## config.mk

```make
export PLATFORM = sky130hd
export DESIGN_NAME = emu_axi_frontend_master
export DESIGN_NICKNAME = d
export VERILOG_FILES = /design/src/rtl/emu_frontend_pkg.sv /design/src/rtl/emu_axi_frontend_master.sv
export SDC_FILE = /design/constraint.sdc
export NUM_CORES = 1
export LEC_CHECK = 0
export ABC_AREA = 1
export ABC_CLOCK_PERIOD_IN_PS = 6400
export BUFFER_PORTS_ARGS = -buffer_cell sky130_fd_sc_hd__buf_2
export CAP_MARGIN = 20
export CORE_AREA = 2 2 177 179
export CTS_CLUSTER_SIZE = 40
export DETAILED_ROUTE_END_ITERATION = 8
export DIE_AREA = 0 0 179 181
export PLACE_DENSITY = 0.49
export SYNTH_ARGS = -nofsm -noshare
export SYNTH_HDL_FRONTEND = slang
export SYNTH_SLANG_ARGS = --single-unit
```

## constraint.sdc

```tcl
create_clock -name clk -period 6.4 [get_ports clk]
set_input_delay 0 -clock clk [delete_from_list [all_inputs] [get_ports clk]]
set_output_delay 0 -clock clk [all_outputs]
set_load 0.01 [all_outputs]
```

## src/rtl/emu_frontend_pkg.sv

```systemverilog
// Shared types and AXI encodings for the emulation front-end AXI master.
// EMU_FRONTEND_TIMEOUT_EN adds the DRAIN state used after a watchdog response.
package emu_frontend_pkg;

  typedef enum logic [2:0] {
    ST_IDLE,
    ST_WR_REQ,
    ST_WR_B,
    ST_RD_AR,
    ST_RD_R,
    ST_RSP
`ifdef EMU_FRONTEND_TIMEOUT_EN
    , ST_DRAIN
`endif
  } state_e;

  localparam logic [1:0] AXI_RESP_OKAY   = 2'b00;
  localparam logic [1:0] AXI_RESP_EXOKAY = 2'b01;
  localparam logic [1:0] AXI_RESP_SLVERR = 2'b10;
  localparam logic [1:0] AXI_RESP_DECERR = 2'b11;
  localparam logic [1:0] AXI_BURST_INCR  = 2'b01;
  localparam logic [2:0] AXI_SIZE_8B     = 3'd3;

endpackage

```

## src/rtl/emu_axi_frontend_master.sv

```systemverilog
// Single-outstanding AXI4 initiator turning host cmd/rsp handshakes into single-beat transfers.
// Optional response watchdog and DRAIN state enabled by EMU_FRONTEND_TIMEOUT_EN.
module emu_axi_frontend_master
  import emu_frontend_pkg::*;
#(
  parameter int ADDR_WIDTH     = 32,
  parameter int DATA_WIDTH     = 64,
  parameter int ID_WIDTH       = 1,
  parameter int TIMEOUT_CYCLES = 1024
) (
  input  logic                    clk,
  input  logic                    rst,
  input  logic                    cmd_valid,
  output logic                    cmd_ready,
  input  logic                    cmd_write,
  input  logic [ADDR_WIDTH-1:0]   cmd_addr,
  input  logic [DATA_WIDTH-1:0]   cmd_wdata,
  input  logic [DATA_WIDTH/8-1:0] cmd_wstrb,
  output logic                    rsp_valid,
  input  logic                    rsp_ready,
  output logic [DATA_WIDTH-1:0]   rsp_rdata,
  output logic [1:0]              rsp_resp,
  output logic                    rsp_timeout,
  output logic                    busy,
  output logic                    m_axi_awvalid,
  input  logic                    m_axi_awready,
  output logic [ADDR_WIDTH-1:0]   m_axi_awaddr,
  output logic [ID_WIDTH-1:0]     m_axi_awid,
  output logic [7:0]              m_axi_awlen,
  output logic [2:0]              m_axi_awsize,
  output logic [1:0]              m_axi_awburst,
  output logic                    m_axi_awlock,
  output logic [3:0]              m_axi_awcache,
  output logic [3:0]              m_axi_awqos,
  output logic [2:0]              m_axi_awprot,
  output logic                    m_axi_awuser,
  output logic                    m_axi_wvalid,
  input  logic                    m_axi_wready,
  output logic [DATA_WIDTH-1:0]   m_axi_wdata,
  output logic [DATA_WIDTH/8-1:0] m_axi_wstrb,
  output logic                    m_axi_wlast,
  input  logic                    m_axi_bvalid,
  output logic                    m_axi_bready,
  input  logic [1:0]              m_axi_bresp,
  input  logic [ID_WIDTH-1:0]     m_axi_bid,
  input  logic                    m_axi_buser,
  output logic                    m_axi_arvalid,
  input  logic                    m_axi_arready,
  output logic [ADDR_WIDTH-1:0]   m_axi_araddr,
  output logic [ID_WIDTH-1:0]     m_axi_arid,
  output logic [7:0]              m_axi_arlen,
  output logic [2:0]              m_axi_arsize,
  output logic [1:0]              m_axi_arburst,
  output logic                    m_axi_arlock,
  output logic [3:0]              m_axi_arcache,
  output logic [3:0]              m_axi_arqos,
  output logic [2:0]              m_axi_arprot,
  output logic                    m_axi_aruser,
  input  logic                    m_axi_rvalid,
  output logic                    m_axi_rready,
  input  logic [DATA_WIDTH-1:0]   m_axi_rdata,
  input  logic [1:0]              m_axi_rresp,
  input  logic                    m_axi_rlast,
  input  logic [ID_WIDTH-1:0]     m_axi_rid,
  input  logic                    m_axi_ruser
);

  localparam int STRB_WIDTH = DATA_WIDTH / 8;

  state_e                  state_reg, state_next;
  logic                    aw_done_reg, aw_done_next;
  logic                    w_done_reg, w_done_next;
  logic [ADDR_WIDTH-1:0]   addr_reg;
  logic [DATA_WIDTH-1:0]   wdata_reg;
  logic [STRB_WIDTH-1:0]   wstrb_reg;
  logic [DATA_WIDTH-1:0]   rdata_reg, rdata_next;
  logic [1:0]              resp_reg, resp_next;
  logic                    timeout_reg, timeout_next;
  logic                    wd_expired;
  logic                    unused_ok;

  // IDs, user bits and rlast carry no information for a single-beat, single-ID master.
  assign unused_ok = ^{m_axi_bid, m_axi_buser, m_axi_rid, m_axi_ruser, m_axi_rlast};

`ifdef EMU_FRONTEND_TIMEOUT_EN
  localparam int CNT_WIDTH = $clog2(TIMEOUT_CYCLES + 1);

  logic [CNT_WIDTH-1:0] wd_cnt_reg;
  logic                 write_reg;
  logic                 wait_state;

  assign wait_state = (state_reg == ST_WR_B) | (state_reg == ST_RD_R);
  // Count is 0 in the first waiting cycle, so the limit hits in cycle TIMEOUT_CYCLES.
  assign wd_expired = wait_state & (wd_cnt_reg == CNT_WIDTH'(TIMEOUT_CYCLES - 1));

  always_ff @(posedge clk or posedge rst) begin
    if (rst) begin
      wd_cnt_reg <= '0;
      write_reg  <= 1'b0;
    end else begin
      if (!wait_state) begin
        wd_cnt_reg <= '0;
      end else begin
        wd_cnt_reg <= wd_cnt_reg + 1'b1;
      end
      if (cmd_valid && cmd_ready) begin
        write_reg <= cmd_write;
      end
    end
  end

  // DRAIN only listens on the channel of the abandoned transaction.
  assign m_axi_bready = (state_reg == ST_WR_B) | ((state_reg == ST_DRAIN) & write_reg);
  assign m_axi_rready = (state_reg == ST_RD_R) | ((state_reg == ST_DRAIN) & ~write_reg);
`else
  assign wd_expired   = 1'b0;
  assign m_axi_bready = (state_reg == ST_WR_B);
  assign m_axi_rready = (state_reg == ST_RD_R);
`endif

  always_ff @(posedge clk or posedge rst) begin
    if (rst) begin
      state_reg   <= ST_IDLE;
      aw_done_reg <= 1'b0;
      w_done_reg  <= 1'b0;
      addr_reg    <= '0;
      wdata_reg   <= '0;
      wstrb_reg   <= '0;
      rdata_reg   <= '0;
      resp_reg    <= '0;
      timeout_reg <= 1'b0;
    end else begin
      state_reg   <= state_next;
      aw_done_reg <= aw_done_next;
      w_done_reg  <= w_done_next;
      rdata_reg   <= rdata_next;
      resp_reg    <= resp_next;
      timeout_reg <= timeout_next;
      if (cmd_valid && cmd_ready) begin
        addr_reg  <= {cmd_addr[ADDR_WIDTH-1:3], 3'b000};
        wdata_reg <= cmd_wdata;
        wstrb_reg <= cmd_wstrb;
      end
    end
  end

  always_comb begin
    state_next   = state_reg;
    aw_done_next = aw_done_reg;
    w_done_next  = w_done_reg;
    rdata_next   = rdata_reg;
    resp_next    = resp_reg;
    timeout_next = timeout_reg;
    unique case (state_reg)
      ST_IDLE: begin
        if (cmd_valid && cmd_ready) begin
          aw_done_next = 1'b0;
          w_done_next  = 1'b0;
          state_next   = cmd_write ? ST_WR_REQ : ST_RD_AR;
        end
      end
      ST_WR_REQ: begin
        if (m_axi_awvalid && m_axi_awready) aw_done_next = 1'b1;
        if (m_axi_wvalid && m_axi_wready)   w_done_next  = 1'b1;
        if (aw_done_next && w_done_next)    state_next   = ST_WR_B;
      end
      ST_WR_B: begin
        if (m_axi_bvalid) begin
          rdata_next   = '0;
          resp_next    = m_axi_bresp;
          timeout_next = 1'b0;
          state_next   = ST_RSP;
        end else if (wd_expired) begin
          rdata_next   = '0;
          resp_next    = AXI_RESP_DECERR;
          timeout_next = 1'b1;
          state_next   = ST_RSP;
        end
      end
      ST_RD_AR: begin
        if (m_axi_arready) state_next = ST_RD_R;
      end
      ST_RD_R: begin
        if (m_axi_rvalid) begin
          rdata_next   = m_axi_rdata;
          resp_next    = m_axi_rresp;
          timeout_next = 1'b0;
          state_next   = ST_RSP;
        end else if (wd_expired) begin
          rdata_next   = '0;
          resp_next    = AXI_RESP_DECERR;
          timeout_next = 1'b1;
          state_next   = ST_RSP;
        end
      end
      ST_RSP: begin
        if (rsp_ready) begin
`ifdef EMU_FRONTEND_TIMEOUT_EN
          state_next = timeout_reg ? ST_DRAIN : ST_IDLE;
`else
          state_next = ST_IDLE;
`endif
        end
      end
`ifdef EMU_FRONTEND_TIMEOUT_EN
      ST_DRAIN: begin
        if ((m_axi_bvalid && m_axi_bready) || (m_axi_rvalid && m_axi_rready)) state_next = ST_IDLE;
      end
`endif
      default: state_next = ST_IDLE;
    endcase
  end

  assign cmd_ready     = (state_reg == ST_IDLE) & ~rst;
  assign busy          = (state_reg != ST_IDLE);
  assign rsp_valid     = (state_reg == ST_RSP);
  assign rsp_rdata     = rdata_reg;
  assign rsp_resp      = resp_reg;
  assign rsp_timeout   = timeout_reg;

  assign m_axi_awvalid = (state_reg == ST_WR_REQ) & ~aw_done_reg;
  assign m_axi_wvalid  = (state_reg == ST_WR_REQ) & ~w_done_reg;
  assign m_axi_arvalid = (state_reg == ST_RD_AR);
  assign m_axi_awaddr  = addr_reg;
  assign m_axi_araddr  = addr_reg;
  assign m_axi_wdata   = wdata_reg;
  assign m_axi_wstrb   = wstrb_reg;
  assign m_axi_wlast   = 1'b1;

  assign m_axi_awid    = '0;
  assign m_axi_awlen   = 8'd0;
  assign m_axi_awsize  = AXI_SIZE_8B;
  assign m_axi_awburst = AXI_BURST_INCR;
  assign m_axi_awlock  = 1'b0;
  assign m_axi_awcache = 4'd0;
  assign m_axi_awqos   = 4'd0;
  assign m_axi_awprot  = 3'd0;
  assign m_axi_awuser  = 1'b0;
  assign m_axi_arid    = '0;
  assign m_axi_arlen   = 8'd0;
  assign m_axi_arsize  = AXI_SIZE_8B;
  assign m_axi_arburst = AXI_BURST_INCR;
  assign m_axi_arlock  = 1'b0;
  assign m_axi_arcache = 4'd0;
  assign m_axi_arqos   = 4'd0;
  assign m_axi_arprot  = 3'd0;
  assign m_axi_aruser  = 1'b0;

endmodule

```

==> results of run 1 <==
[cell families (layout without fill, tap and decap cells)]
family,after synthesis,count (layout),synth area share
AO/OA/AOI/OAI,69,69,0.0456
AND/OR/NAND/NOR,112,112,0.0710
other,2,63,0.000960
multiplexers,101,101,0.173
flip-flops,172,172,0.550
buffers and inverters,205,672,0.159
[layout by cell type, fill, tap and decap left out]
master | netlist | final
nand2_2 | 3 | 2
a21oi_1 | 1 | 1
inv_2 | 2 | 3
clkbuf_1 | 6 | 1
mux2_4 | 58 | 58
buf_4 | 92 | 5
nor2_1 | 4 | 4
o21ai_1 | 16 | 16
nand3_1 | 66 | 66
inv_1 | 79 | 77
mux2_2 | 43 | 43
dfrtp_1 | 172 | 172
clkinv_4 | 0 | 3
o21ai_0 | 51 | 51
nand3b_1 | 1 | 1
clkbuf_16 | 0 | 17
dlygate4sd3_1 | 0 | 173
nor2_4 | 3 | 3
clkbuf_8 | 0 | 2
nor3_1 | 1 | 1
inv_6 | 0 | 4
a21oi_4 | 1 | 1
bufinv_16 | 0 | 3
nand2_4 | 0 | 1
buf_2 | 8 | 382
nand2_1 | 27 | 27
nand4_1 | 7 | 7
diode_2 | 0 | 1
clkinvlp_4 | 0 | 2
conb_1 | 2 | 62
[metrics by stage]
step                      power, mW  cell area (µm²)  instances
final                          5.02            11900       1585
after CTS                      5.09            11900       1584
after detailed placement       3.87             9560       1380
after global placement         3.85             9560       1380
after global routing           5.38            11900       1585
after floorplan                3.24             8050        721
[Yosys cell counts, drive strengths merged]
library cell / n / area share
buf: 118 / 0.12
nand2: 30 / 0.015
inv: 81 / 0.039
a21oi: 2 / 0.0027
dfrtp: 172 / 0.55
mux2: 101 / 0.17
conb: 2 / 0.00096
nand3b: 1 / 0.00096
nor3: 1 / 0.00064
clkbuf: 6 / 0.0029
o21ai: 67 / 0.043
nand3: 66 / 0.042
nor2: 7 / 0.0062
nand4: 7 / 0.0056
[routing by layer]
metal | vias up | share of wire | track usage
met5 | - | 0 | 0
met1 | 2955 | 0.41 | 0.154
li1 | 3036 | - | -
met2 | 249 | 0.51 | 0.232
met4 | 0 | 0.010 | 0.0371
met3 | 11 | 0.071 | 0.0332
[area by class of cell]
class / count / share of cell area
clock buffers: 20 / 0.0383
flip-flops and latches: 172 / 0.361
inverters: 81 / 0.0259
clock inverters: 11 / 0.0132
diodes: 1 / 0.000210
repair buffers: 560 / 0.309
well taps: 396 / 0.0416
multi-input cells: 344 / 0.210
[worst max-delay path by stage]
| stage | to | startpoint | slack [ns] | cells past startpoint |
|---|---|---|---|---|
| after floorplan | aw_done_reg | rst | 1.74 | 1 |
| after global placement | state_reg[0] | state_reg[0] | 3.41 | 9 |
| after detailed placement | state_reg[0] | state_reg[0] | 3.43 | 9 |
| after CTS | state_reg[0] | state_reg[0] | 3.41 | 9 |
| after global routing | rsp_rdata[24] | state_reg[0] | 3.17 | 6 |
| final | state_reg[0] | state_reg[0] | 3.47 | 9 |
[critical path, delay by kind of cell, from the launching register on]
| family | cells | cell delay (ns) |
|---|---|---|
| flops | 1 | 0.60 |
| simple gates | 8 | 1.30 |
| buf+inv | 1 | 0.94 |
[power by group through the flow]
stage / registers [mW] / clock network [mW] / logic (mW)
6_report: 1.85 / 1.09 / 2.08
4_1_cts: 1.85 / 1.14 / 2.11
5_1_grt: 1.91 / 1.19 / 2.28
2_1_floorplan: 2.06 / 0 / 1.18
3_3_place_gp: 1.84 / 0 / 2.01
3_5_place_dp: 1.85 / 0 / 2.01
==> impl_metrics.env, run 1 <==
export IMPL_regArea_mm2=0.00430
export IMPL_synth_seq_cells=172
export IMPL_gp_congestion=0.730
export IMPL_fmax_mhz=341
export IMPL_grt_usage=0.131
export IMPL_via_per_inst=3.94
export IMPL_grt_pass1_wl_mm=33.0
export IMPL_post_route_period_util=0.458
export IMPL_rr_startpoint="state_reg[0]"
export IMPL_post_cts_setup_buffer_count=0
export IMPL_rrSetupSlack_ns=3.47
export IMPL_seqPwrFrac=0.368
export IMPL_hold_buffers=173
export IMPL_cp_slowest_cell="buf_4"
export IMPL_cts_buffers=17
export IMPL_antenna_found_initial=1
export IMPL_design_portCount=453
export IMPL_fillers=2952
export IMPL_max_stage_delay_ns=0.94
export IMPL_relSlewSlack=0.273
export IMPL_die_h_um=181
export IMPL_whs_endpoint="state_reg[0]"
export IMPL_netSwitchingFraction=0.360
export IMPL_layout_setup_ws_ns=3.47
export IMPL_status="completed"
export IMPL_overflow=0
export IMPL_hold_path_depth=7
export IMPL_maxCapViolCount=0
export IMPL_dieArea_mm2=0.0324
export IMPL_clock_path_buffers=2
export IMPL_worst_ep_required_time_ns=6.77
export IMPL_vias=6251
export IMPL_drt_pass1_iter_count=4
export IMPL_synth_area_mm2=0.00782
export IMPL_worst_hold_slack_ns=0.109
export IMPL_multi_input_area_mm2=0.00250
export IMPL_crit_path_start_kind="register"
export IMPL_leakage_nw=6.21
export IMPL_seq_area_frac_synth=0.550
export IMPL_dieWidth_um=179
export IMPL_nets=1363
export IMPL_first_iter_violations=173
export IMPL_syn_instance_count=661
export IMPL_core_mm2=0.0303
export IMPL_portBuffers=382
export IMPL_placement_rows=64
export IMPL_dp_slack_ns=3.43
export IMPL_finalHoldViolCount=0
export IMPL_synthDistinctLibCells=23
export IMPL_ant_nets=0
export IMPL_hp_class="input pin to register"
export IMPL_clockRootBuffer="clkbuf_16"
export IMPL_ir_drop_v=0.000144
export IMPL_drc=0
export IMPL_clock_power_share=0.218
export IMPL_rr_endpoint="state_reg[0]"
export IMPL_powerDensity_mw_per_mm2=421
export IMPL_worstMarginPinSlew_ns=1.09
export IMPL_postLayoutCoreUtil=0.392
export IMPL_cp_max_fo=73
export IMPL_cts_resized=0
export IMPL_power_switching_mw=1.80
export IMPL_routed_wl_mm=21.7
export IMPL_insertion_delay_ns=0.42
export IMPL_intPower_mw=3.21
export IMPL_maxSlewViolCount=0
export IMPL_grt_max_degree=100
export IMPL_drive_gt1_frac=0.445
export IMPL_clock_sinks=172
export IMPL_power_frac_comb=0.414
export IMPL_setup_viol_count_final=0
export IMPL_criticalPathCategory="register to register"
export IMPL_area_growth_pct=52.2
export IMPL_avgSynthCellArea_um2=11.8
export IMPL_ys_warnings_count=0
export IMPL_setup_tns_ns=0
export IMPL_cts_tree="done"
export IMPL_dp_hpwl_mm=14.7
export IMPL_hold_start="rsp_ready"
export IMPL_cts_clk_slew_worst_paths_ns=0.07
export IMPL_cpMostUsedCell="nand2_1"
export IMPL_htreeDepth=4
export IMPL_initial_core_util=0.258
export IMPL_rsz0062_at_grt="false"
export IMPL_skew_ns=0.00956
export IMPL_grt_pass1_vias=6248
export IMPL_min_period_ns=2.93
export IMPL_worstPathCellList="nor2_4, nand2_2, nor2_4, nand2_4, buf_4, nand2_1, nand3_1, nand2_1, nand2_1"
export IMPL_endpoint_kind="register"
export IMPL_routedWlPerCell_um=13.7
export IMPL_rr_worst_depth=9
export IMPL_critPathArrivalTime_ns=3.30
Note: power is estimated with default switching activity, not from simulation.
==> run 2: changes to the inputs <==
--- a/config.mk
+++ b/config.mk
@@ -6,7 +6,7 @@
 export NUM_CORES = 1
 export LEC_CHECK = 0
 export ABC_AREA = 1
-export ABC_CLOCK_PERIOD_IN_PS = 6400
+export ABC_CLOCK_PERIOD_IN_PS = 2800
 export BUFFER_PORTS_ARGS = -buffer_cell sky130_fd_sc_hd__buf_2
 export CAP_MARGIN = 20
 export CORE_AREA = 2 2 177 179
==> constraint.sdc (replaced) <==
create_clock -name clk -period 2.8 [get_ports clk]
set_input_delay 0 -clock clk [delete_from_list [all_inputs] [get_ports clk]]
set_output_delay 0 -clock clk [all_outputs]
set_load 0.01 [all_outputs]
==> run 2 against run 1 <==
Effect of this change:
- critical path depth fell by 1
- utilization is 0.34 points higher
- clock power increased by 120%
- setup slack got worse by 3.1 ns
- register-to-register slack got worse by 3.1 ns
- hold slack worse by 0.016 ns
- total power grew 130%
- clock-buffer cell count fell by 3
- largest cell class unchanged
- highest routed layer unchanged
==> impl_metrics.env, run 2 (synthesis gave the netlist of run 1 again) <==
export IMPL_clock_power_share=0.204
export IMPL_powerDensity_mw_per_mm2=958
export IMPL_nets=1371
export IMPL_dp_hpwl_mm=15.2
export IMPL_drc=0
export IMPL_setup_viol_count_final=0
export IMPL_critPathArrivalTime_ns=2.82
export IMPL_setup_tns_ns=0
export IMPL_design_portCount=453
export IMPL_cts_buffers=17
export IMPL_grt_util_met2=0.248
export IMPL_fillers=2943
export IMPL_clockRootBuffer="clkbuf_16"
export IMPL_clock_path_buffers=2
export IMPL_leakage_nw=6.24
export IMPL_layout_commonest_cell="buf_2"
export IMPL_grt_pass1_wl_mm=34.0
export IMPL_worstMarginPinSlew_ns=0.864
export IMPL_gr_usage_met1=0.145
export IMPL_overflow=0
export IMPL_placement_rows=64
export IMPL_cts_resized=0
export IMPL_top_usage_layer="met2"
export IMPL_fmax_mhz=407
export IMPL_rr_startpoint="state_reg[0]"
export IMPL_initial_core_util=0.258
export IMPL_cts_tree="done"
export IMPL_grt_max_degree=108
export IMPL_drt_pass1_iter_count=4
export IMPL_portBuffers=382
export IMPL_skew_ns=0.00792
export IMPL_globalRouteMet3Util=0.0444
export IMPL_die_h_um=181
export IMPL_clock_sinks=172
export IMPL_htreeDepth=4
export IMPL_whs_endpoint="state_reg[0]"
export IMPL_seqPwrFrac=0.369
export IMPL_dieArea_mm2=0.0324
export IMPL_first_iter_violations=170
export IMPL_placed_cells=1388
export IMPL_insertion_delay_ns=0.45
export IMPL_rrSetupSlack_ns=0.35
export IMPL_rr_worst_depth=8
export IMPL_crit_path_start_kind="register"
export IMPL_worstPathCellList="nor2_4, nand2_1, inv_2, nand2_1, nand2_1, dlygate4sd3_1, nand2_1, o21ai_0"
export IMPL_intPower_mw=7.19
export IMPL_maxCapViolCount=0
export IMPL_core_mm2=0.0303
export IMPL_p_total_mw=11.5
export IMPL_power_switching_mw=4.32
export IMPL_endpoint_kind="register"
export IMPL_area_growth_pct=53.6
export IMPL_drive_gt1_frac=0.450
export IMPL_hold_start="rsp_ready"
export IMPL_cts_clk_slew_worst_paths_ns=0.07
export IMPL_via_per_inst=3.98
export IMPL_cp_slowest_cell="dfrtp_1"
export IMPL_netSwitchingFraction=0.375
export IMPL_ir_drop_v=0.000400
export IMPL_rsz0062_at_grt="false"
export IMPL_antenna_cells=0
export IMPL_min_period_ns=2.45
export IMPL_ant_nets=0
export IMPL_fin_cells=1593
export IMPL_vias=6343
export IMPL_post_route_period_util=0.877
export IMPL_criticalPathCategory="register to register"
export IMPL_finalHoldViolCount=0
export IMPL_hold_path_depth=7
export IMPL_maxSlewViolCount=0
export IMPL_grt_pass1_vias=6528
export IMPL_gp_congestion=0.743
export IMPL_routed_wl_mm=22.4
export IMPL_dieWidth_um=179
export IMPL_cp_max_fo=31
export IMPL_rr_endpoint="rsp_resp[1]"
export IMPL_power_frac_comb=0.427
export IMPL_max_stage_delay_ns=0.54
export IMPL_hp_class="input pin to register"
export IMPL_cpMostUsedCell="nand2_1"
export IMPL_grt_usage=0.136
export IMPL_status="completed"
export IMPL_worst_ep_required_time_ns=3.17
export IMPL_routedWlPerCell_um=14.1
export IMPL_relSlewSlack=0.424
export IMPL_layout_common_cells="382 x buf_2, 173 x dlygate4sd3_1, 172 x dfrtp_1"
export IMPL_post_cts_setup_buffer_count=0
export IMPL_antenna_found_initial=0
## run 2: power by group through the flow
stage                     Combinational, mW  Clock [mW]  Sequential (mW)
final                                  4.92        2.35             4.25
after global routing                   5.39        2.55             4.40
after CTS                              4.97        2.45             4.25
after detailed placement               4.76           0             4.27
after global placement                 4.74           0             4.24
after floorplan                        2.69           0             4.72
## run 2: how the worst max path moves through the flow
stage                    end  slack [ns]  depth (start not counted)          from
3_5_place_dp   rsp_rdata[55]        0.64                          6  state_reg[0]
2_1_floorplan    aw_done_reg        0.60                          1           rst
5_1_grt          rsp_resp[1]        0.09                          8  state_reg[0]
6_report         rsp_resp[1]        0.35                          8  state_reg[0]
3_3_place_gp   rsp_rdata[55]        0.69                          6  state_reg[0]
4_1_cts          rsp_resp[1]        0.27                          8  state_reg[0]
## run 2: worst max-delay path, delay by kind of cell (launching register included)
kind | cells | cell delay (ns)
compound gates | 1 | 0.09
buf+inv | 2 | 1.06
flops | 1 | 0.54
simple gates | 5 | 0.68
## run 2: routing by layer
metal	vias to the layer above	part of all wire
met5	-	0
met4	0	0.016
met3	21	0.078
met2	276	0.51
met1	3001	0.39
li1	3045	-
## run 2: what timing repair did
action                     in CTS  in global routing
hold endpoints to repair      342                  0
setup endpoints to repair       0                  0
hold buffers                  173                  0
## run 2: area by class of cell
class / count / area [µm²] / share of cell area
multi-input combinational: 344 / 2510 / 0.209
clock buffer: 17 / 425 / 0.0354
inverter: 81 / 308 / 0.0256
timing repair buffer: 568 / 3820 / 0.318
clock inverter: 15 / 151 / 0.0126
sequential: 172 / 4300 / 0.358
tap: 396 / 495 / 0.0412
## run 2: metrics by stage
step	hold slack, ns	setup WS, ns	utilization	instance area, µm²
2_1_floorplan	0.0272	0.603	-	8050
3_3_place_gp	0.232	0.692	0.320	9710
3_5_place_dp	0.234	0.644	0.320	9710
4_1_cts	0.0483	0.274	0.396	12000
5_1_grt	0.103	0.0930	0.396	12000
6_report	0.0924	0.346	0.396	12000
==> run 3: changes to the inputs <==
--- a/config.mk
+++ b/config.mk
@@ -6,13 +6,13 @@
 export NUM_CORES = 1
 export LEC_CHECK = 0
 export ABC_AREA = 1
-export ABC_CLOCK_PERIOD_IN_PS = 2800
+export ABC_CLOCK_PERIOD_IN_PS = 3110
 export BUFFER_PORTS_ARGS = -buffer_cell sky130_fd_sc_hd__buf_2
 export CAP_MARGIN = 20
-export CORE_AREA = 2 2 177 179
+export CORE_AREA = 2 2 176 178
 export CTS_CLUSTER_SIZE = 40
 export DETAILED_ROUTE_END_ITERATION = 8
-export DIE_AREA = 0 0 179 181
+export DIE_AREA = 0 0 178 180
 export PLACE_DENSITY = 0.49
 export SYNTH_ARGS = -nofsm -noshare
 export SYNTH_HDL_FRONTEND = slang
==> constraint.sdc (replaced) <==
create_clock -name clk -period 3.11 [get_ports clk]
set_input_delay 0 -clock clk [delete_from_list [all_inputs] [get_ports clk]]
set_output_delay 0 -clock clk [all_outputs]
set_load 0.01 [all_outputs]
==> run 3 against run 2 <==
Effect of this change:
- via count grew 0.55%
- highest routed layer unchanged
- critical endpoint is now rsp_resp[0]
- global-route usage increased by 0.15 points
- critical path type unchanged
- total power decreased by 9.8%
- cell count unchanged
==> impl_metrics.env, run 3 (synthesis gave the netlist of run 1 again) <==
export IMPL_worstMarginPinSlew_ns=0.546
export IMPL_skew_ns=0.0102
export IMPL_clock_path_buffers=2
export IMPL_leakage_nw=6.24
export IMPL_dp_hpwl_mm=15.3
export IMPL_relSlewSlack=0.635
export IMPL_routed_wl_mm=22.4
export IMPL_min_period_ns=2.44
export IMPL_overflow=0
export IMPL_via_per_inst=4.00
export IMPL_cts_tree="done"
export IMPL_crit_path_start_kind="register"
export IMPL_grt_usage=0.137
export IMPL_cts_clk_slew_worst_paths_ns=0.07
export IMPL_placement_rows=64
export IMPL_worst_ep_required_time_ns=3.46
export IMPL_design_portCount=453
export IMPL_die_h_um=180
export IMPL_hp_class="input pin to register"
export IMPL_insertion_delay_ns=0.43
export IMPL_gp_congestion=0.755
export IMPL_rr_worst_depth=9
export IMPL_clock_sinks=172
export IMPL_dieWidth_um=178
export IMPL_cts_buffers=17
export IMPL_drive_gt1_frac=0.450
export IMPL_place_area_mm2=0.00970
export IMPL_hold_path_depth=7
export IMPL_cts_resized=0
export IMPL_powerDensity_mw_per_mm2=864
export IMPL_post_route_period_util=0.783
export IMPL_core_mm2=0.0302
export IMPL_htreeDepth=4
export IMPL_layout_commonest_cell="buf_2"
export IMPL_layout_setup_ws_ns=0.673
export IMPL_finalHoldViolCount=0
export IMPL_grt_pass1_vias=6479
export IMPL_ir_drop_v=0.000296
export IMPL_grt_pass1_wl_mm=34.3
export IMPL_initial_core_util=0.259
export IMPL_fmax_mhz=410
export IMPL_first_iter_violations=177
export IMPL_maxCapViolCount=0
export IMPL_maxSlewViolCount=0
export IMPL_rsz0062_at_grt="false"
export IMPL_nets=1370
export IMPL_criticalPathCategory="register to register"
export IMPL_antenna_found_initial=1
export IMPL_drt_pass1_iter_count=4
export IMPL_ant_nets=0
export IMPL_drc=0
export IMPL_portBuffers=382
export IMPL_dieArea_mm2=0.0320
export IMPL_layout_common_cells="382 x buf_2, 173 x dlygate4sd3_1, 172 x dfrtp_1"
export IMPL_routedWlPerCell_um=14.1
export IMPL_area_growth_pct=53.8
export IMPL_endpoint_kind="register"
export IMPL_grt_max_degree=97
export IMPL_status="completed"
export IMPL_clockRootBuffer="clkbuf_16"
export IMPL_vias=6378
export IMPL_setup_viol_count_final=0
export IMPL_cp_max_fo=51
export IMPL_dp_slack_ns=0.960
export IMPL_finalInstanceArea_mm2=0.0120
export IMPL_critPathArrivalTime_ns=2.79
export IMPL_setup_tns_ns=0
==> run 3: cell count changes in the layout (fill, tap and decap cells not counted), sizes merged <==
cell / delta
buf: -1
diode: +1
clkinv: -4
inv: -4
clkbuf: +5
clkinvlp: +2
bufinv: +1
==> run 3: worst paths after layout <==
check / end / from / slack (ns)
setup / recovery: rsp_resp[0] / state_reg[0] / 0.67
hold / removal: state_reg[2] / rsp_ready / 0.12
setup reg to reg: rsp_resp[0] / state_reg[0] / 0.67
hold reg to reg: m_axi_wdata[48] / m_axi_wdata[48] / 0.50
max in group asynchronous: rsp_rdata[16] / rst / 2.32
min in group asynchronous: m_axi_wdata[30] / rst / 0.30
==> run 3: worst max-delay path, stage by stage (launching register included) <==
cell and delay (ns):
dfrtp_1 0.52, nor2_4 0.19, nand2_1 0.20, inv_2 0.34
buf_12 0.28, nand2_1 0.08, nand2_1 0.06, dlygate4sd3_1 0.54
nand2_1 0.05, o21ai_0 0.06
==> run 3: final cells by class <==
| cell class | count | area [µm²] |
|---|---|---|
| clock inverters | 10 | 104 |
| flip-flops and latches | 172 | 4300 |
| diodes | 1 | 2.50 |
| well taps | 396 | 495 |
| fillers | 2963 | 18200 |
| clock buffers | 22 | 494 |
| multi-input cells | 344 | 2510 |
| inverters | 81 | 308 |
| repair buffers | 567 | 3810 |
==> run 3: routing by layer <==
layer | track usage | wire length [µm]
met1 | 0.150 | 8790
met3 | 0.0406 | 1830
met2 | 0.246 | 11200
met5 | 0 | 0
met4 | 0.0557 | 531
==> run 3: timing repair <==
item                      4_1_cts  5_1_grt
hold endpoints to repair      342        0
hold buffers                  173        0
setup buffers                   0        0
==> run 3: metrics by stage <==
| stage | cells | util | total power [mW] | hold WS (ns) |
|---|---|---|---|---|
| after floorplan | 721 | - | 6.67 | 0.0272 |
| after global placement | 1387 | 0.321 | 8.08 | 0.213 |
| after detailed placement | 1387 | 0.321 | 8.12 | 0.209 |
| after CTS | 1592 | 0.398 | 10.6 | 0.0899 |
| after global routing | 1593 | 0.399 | 11.2 | 0.137 |
| final | 1593 | 0.399 | 10.4 | 0.118 |
==> run 3: where the power goes <==
| group | total [mW] | leakage (nW) | internal [mW] | switching (mW) |
|---|---|---|---|---|
| registers | 3.82 | 2.17 | 3.23 | 0.596 |
| logic | 4.40 | 3.79 | 2.16 | 2.24 |
| clock network | 2.17 | 0.282 | 1.22 | 0.944 |
